### config.mk
export PLATFORM = sky130hd
export DESIGN_NAME = pwm_multi
export DESIGN_NICKNAME = d
export VERILOG_FILES = /design/src/rtl/pwm_multi.sv
export SDC_FILE = /design/constraint.sdc
export NUM_CORES = 1
export LEC_CHECK = 0
export ABC_CLOCK_PERIOD_IN_PS = 2500
export BUFFER_PORTS_ARGS = -buffer_cell sky130_fd_sc_hd__buf_2
export CORE_AREA = 2 2 107 109
export DETAILED_ROUTE_END_ITERATION = 10
export DIE_AREA = 0 0 109 111
export PLACE_DENSITY = 0.76
export SKIP_CTS_REPAIR_TIMING = 1
export SLEW_MARGIN = 20
export SYNTH_ARGS = -nofsm -noshare
export SYNTH_HDL_FRONTEND = slang
export SYNTH_SLANG_ARGS = --single-unit
export TNS_END_PERCENT = 1
### constraint.sdc
create_clock -name clk_in -period 2.5 [get_ports clk_in]
set_input_delay 0.125 -clock clk_in [delete_from_list [all_inputs] [get_ports clk_in]]
set_output_delay 0.125 -clock clk_in [all_outputs]
set_load 0.03 [all_outputs]
### src/rtl/pwm_multi.sv
// Multi-channel PWM: shared prescaled period counter, per-channel compare,
// double-buffered duty and staged period/prescale/mode committed at period start.
module pwm_multi #(
  parameter int CHANNELS   = 4,
  parameter int CNT_W      = 8,
  parameter int PRE_W      = 8,
  parameter int PERIOD_RST = 99
) (
  input  logic                      clk_in,
  input  logic                      rst,
  input  logic                      enable,
  input  logic                      center_mode,
  input  logic [CNT_W-1:0]          period,
  input  logic [PRE_W-1:0]          prescale,
  input  logic [CHANNELS*CNT_W-1:0] duty_in,
  input  logic                      duty_wr,
  input  logic [CHANNELS-1:0]       invert,
  output logic [CHANNELS-1:0]       pwm_out,
  output logic                      duty_busy,
  output logic                      period_start,
  output logic [CNT_W-1:0]          cnt_out
);

  logic [PRE_W-1:0]          pre_cnt;
  logic [PRE_W-1:0]          prescale_act;
  logic [CNT_W-1:0]          cnt;
  logic [CNT_W-1:0]          cnt_nxt;
  logic [CNT_W-1:0]          period_act;
  logic                      dir_down;
  logic                      dir_nxt;
  logic                      mode_act;
  logic [CHANNELS*CNT_W-1:0] shadow;
  logic [CHANNELS*CNT_W-1:0] duty_act;
  logic                      busy;
  logic                      tick;
  logic                      wrap;
  logic                      commit;
  logic                      edge_eff;
  logic [CHANNELS-1:0]       raw;

  assign tick     = enable && (pre_cnt == prescale_act);
  assign edge_eff = !mode_act || (period_act == '0);
  assign commit   = wrap || !enable;

  // wrap marks the tick on which cnt returns to 0
  always_comb begin
    cnt_nxt = cnt;
    dir_nxt = dir_down;
    wrap    = 1'b0;
    if (tick) begin
      unique case (1'b1)
        edge_eff: begin
          if (cnt >= period_act) begin
            cnt_nxt = '0;
            dir_nxt = 1'b0;
            wrap    = 1'b1;
          end else begin
            cnt_nxt = cnt + CNT_W'(1);
          end
        end
        dir_down: begin
          if (cnt <= CNT_W'(1)) begin
            cnt_nxt = '0;
            dir_nxt = 1'b0;
            wrap    = 1'b1;
          end else begin
            cnt_nxt = cnt - CNT_W'(1);
          end
        end
        default: begin
          if (cnt >= period_act) begin
            if (period_act == CNT_W'(1)) begin
              cnt_nxt = '0;
              wrap    = 1'b1;
            end else begin
              cnt_nxt = period_act - CNT_W'(1);
              dir_nxt = 1'b1;
            end
          end else begin
            cnt_nxt = cnt + CNT_W'(1);
          end
        end
      endcase
    end
  end

  always_comb begin
    raw = '0;
    for (int i = 0; i < CHANNELS; i++)
      raw[i] = cnt < duty_act[i*CNT_W +: CNT_W];
  end

  always_ff @(posedge clk_in) begin
    if (rst) begin
      pre_cnt      <= '0;
      cnt          <= '0;
      dir_down     <= 1'b0;
      duty_act     <= '0;
      shadow       <= '0;
      busy         <= 1'b0;
      period_act   <= CNT_W'(PERIOD_RST);
      prescale_act <= '0;
      mode_act     <= 1'b0;
      pwm_out      <= '0;
      period_start <= 1'b0;
    end else begin
      if (!enable) begin
        pre_cnt  <= '0;
        cnt      <= '0;
        dir_down <= 1'b0;
      end else if (tick) begin
        pre_cnt  <= '0;
        cnt      <= cnt_nxt;
        dir_down <= dir_nxt;
      end else begin
        pre_cnt  <= pre_cnt + PRE_W'(1);
      end
      period_start <= wrap;
      if (commit) begin
        period_act   <= period;
        prescale_act <= prescale;
        mode_act     <= center_mode;
        if (busy)
          duty_act <= shadow;
      end
      // a write racing a commit stays pending for the next one
      if (duty_wr) begin
        shadow <= duty_in;
        busy   <= 1'b1;
      end else if (commit) begin
        busy   <= 1'b0;
      end
      pwm_out <= raw ^ invert;
    end
  end

  assign duty_busy = busy;
  assign cnt_out   = cnt;

endmodule
==> summary.txt <==
Clocking
  – Clock Latency Late Sink: roughly 350 ps
  – TritonCTS Buffers: 9
  – Clock Tree Buf Depth: 2
  – Clock net sink count: between 100 and 150
  – H-tree depth: 3
  – Worst-path clk slew: approximately 70 ps
  – CTS root buffer: clkbuf_16
  – CTS tree: done

Logic synthesis
  – Synthesized area: between 0.005 and 0.006 mm²
  – Mapped Avg Cell Area: slightly below 9 µm²
  – Synth cell types: 47
  – Top_reg_cell synth: dfxtp_1
  – EDFF count, synth: 0
  – YS warnings: 0
  – Syn nets: ~750
  – Gate Count Post-Synth: approximately 650
  – Post-synthesis sequential area ratio: 0.3659
  – FFs w/ async S/R, synth: 0
  – Flops & latches, synth: around 100

Power
  – LEAKAGE: ~3 nW
  – Pwr dens: ~580 mW/mm²
  – Total chip power: about 4.0 mW
  – Peak supply drop: 385.9 µV

Cells and area
  – Layout cells sized above 1: 0.2435
  – Diodes inserted: 0
  – Area added between synthesis and finish: 20.40%
  – Final std cells w/o fill: 878
  – Layout fillers: between 900 and 1000
  – Final nets: between 800 and 900

Place
  – GPL Wtd Cong: between 0.9 and 1
  – PortBufs: 70
  – HPWL after DPL: approximately 9700 µm
  – Dpl cells: between 800 and 900

Setup path
  – Crit. End Element: register
  – Setup CP Type: reg2reg
  – CP required: around 2700 ps
  – Critical path arrival: 2700 ps
  – Max Fanout on Critical Path: 15
  – Setup crit start kind: register
  – R2R cell count: 11

STA
  – Share of the clock period used by the worst path: 0.9840
  – Max Slew Vio Count: 0
  – Slew Limit Headroom: 0.3541
  – Achievable clock frequency: 0.4065 GHz
  – Setup violators final: 0
  – Tmin final: between 2000 and 2500 ps
  – Clock Skew: about 7.3 ps
  – Slew @ Worst Pin: approximately 970 ps
  – Fin. Hold Viols: 0

Detailed routing
  – Routed wl met3: between 700 and 800 µm
  – DR WL/cell: approximately 16 µm
  – Max Used Layer: met4
  – Antenna Nets Post-Route: 0
  – Wl on met1: between 6000 and 7000 µm
  – Avg Vias per Cell: around 5.7
  – Iteration-0 DRC Markers: roughly 370
  – DRT Pass-1 Iters: 5
  – Via count: about 5000
  – Final wirelength: approximately 14000 µm
  – Metal2 WL: just under 7000 µm
  – # DRC: 0

Global route
  – Overall Global Routing Usage: 0.2408
  – Largest net degree at the start of global routing: a little over 60
  – GR Overflow Total: 0
  – First-pass GRT wire length: 23200 µm
  – Initial antenna violation count: 0
  – Vias in the first global route: between 4000 and 5000

Floorplanning
  – Placement row count: 39
  – IO Pins: between 70 and 80
  – Die width: between 100 and 150 µm
  – Area of the core: 0.01108 mm²
  – Die ar.: around 0.012 mm²
  – Starting density of the core: 0.5137
  – Die Span Y: about 110 µm

Flow run
  – Max cap viols: 0

Status
  – Outcome: finished clean

Hold path
  – Hold depth: 3
  – Worst hold-check path type: in2reg
[state kept, by name (all words and copies together), names as in the netlist]
register / count
duty_busy: 1
prescale_act: 8
cnt_out: 8
pwm_out: 4
shadow: 32
period_start: 1
pre_cnt: 8
dir_down: 1
mode_act: 1
period_act: 8
duty_act: 32
[layer usage]
metal | up-vias | track usage
met2 | 169 | 0.3946
li1 | 2489 | -
met4 | 0 | 0.09316
met5 | - | 0
met3 | 32 | 0.05115
met1 | 2348 | 0.3066
[cells by family after synthesis]
family                   synth area share
buffers and inverters             0.06772
AND/OR/NAND/NOR                    0.1988
AO/OA/AOI/OAI                      0.1609
multiplexers                      0.07520
flip-flops                         0.3659
adder cells (fa/ha/maj)           0.09455
XOR/XNOR                          0.03694
[worst max-delay path, stage by stage, from the launching register on]
cell	delay [ps]
dfxtp_2	340
inv_2	50
ha_1	170
a211o_1	300
a31oi_2	170
o221ai_2	140
buf_4	160
a221o_2	430
buf_4	150
buf_4	180
nand4_1	150
o31ai_2	90
[through the flow]
step / worst slack [ps] / area [µm²] / hold WS [ps] / TNS, ps / util
floorplan: -18.00 / 5698 / 271.8 / -18.00 / -
global placement: -81.73 / 6311 / 359.4 / -1911 / 0.5698
detailed placement: -182.9 / 6311 / 368.7 / -5669 / 0.5698
CTS: -202.3 / 6608 / -0.6634 / -6635 / 0.5965
global route: -38.28 / 6852 / 9.840 / -282.1 / 0.6185
finish: 39.95 / 6852 / 4.192 / 0 / 0.6185
[power by group]
part	switching [mW]	internal, mW	total (mW)	leakage [nW]
clock network	0.621	0.802	1.42	0.138
logic	0.438	0.328	0.766	1.97
registers	0.0444	1.74	1.78	0.853
[path summary, 6_finish.rpt]
| kind | start | to | slack (ps) |
|---|---|---|---|
| setup / recovery | period_act[1] | duty_act[7] | 40 |
| hold / removal | duty_in[23] | shadow[23] | 4 |
| setup reg to reg | period_act[1] | duty_act[7] | 40 |
| hold reg to reg | duty_act[21] | duty_act[21] | 480 |
[cells in the final DEF, fill, tap and decap left out, types with 17 or more instances in the layout]
cell / n
dfxtp_1: 93
buf_2: 69
nor2_1: 62
inv_1: 41
ha_1: 40
buf_4: 40
mux2i_1: 36
a21oi_1: 32
nor2b_1: 31
nand4_1: 30
nand3_1: 23
nand2b_1: 17
o31ai_2: 17
[synth_stat cells (all sizes together), types with 12 or more instances]
master / number / area share
nand4: 30 / 0.033
a21o: 12 / 0.016
ha: 43 / 0.095
inv: 44 / 0.029
nor2: 62 / 0.041
clkbuf: 37 / 0.024
xor2: 15 / 0.023
nand2b: 17 / 0.019
a21oi: 32 / 0.028
nor3: 15 / 0.013
nand3: 23 / 0.020
mux2i: 36 / 0.063
o21ai: 13 / 0.011
o31ai: 29 / 0.038
nor2b: 31 / 0.034
o211ai: 14 / 0.018
dfxtp: 104 / 0.37
[final cells by class]
| class | count | area, µm² | area share |
|---|---|---|---|
| multi-input cells | 457 | 3371 | 0.4920 |
| repair buffers | 115 | 744.5 | 0.1087 |
| inverters | 44 | 165.2 | 0.02411 |
| well taps | 143 | 178.9 | 0.02611 |
| flip-flops and latches | 104 | 2096 | 0.3059 |
| clock buffers | 11 | 242.7 | 0.03543 |
| clock inverters | 4 | 53.80 | 0.007852 |
(Power assumes the default switching activity.)
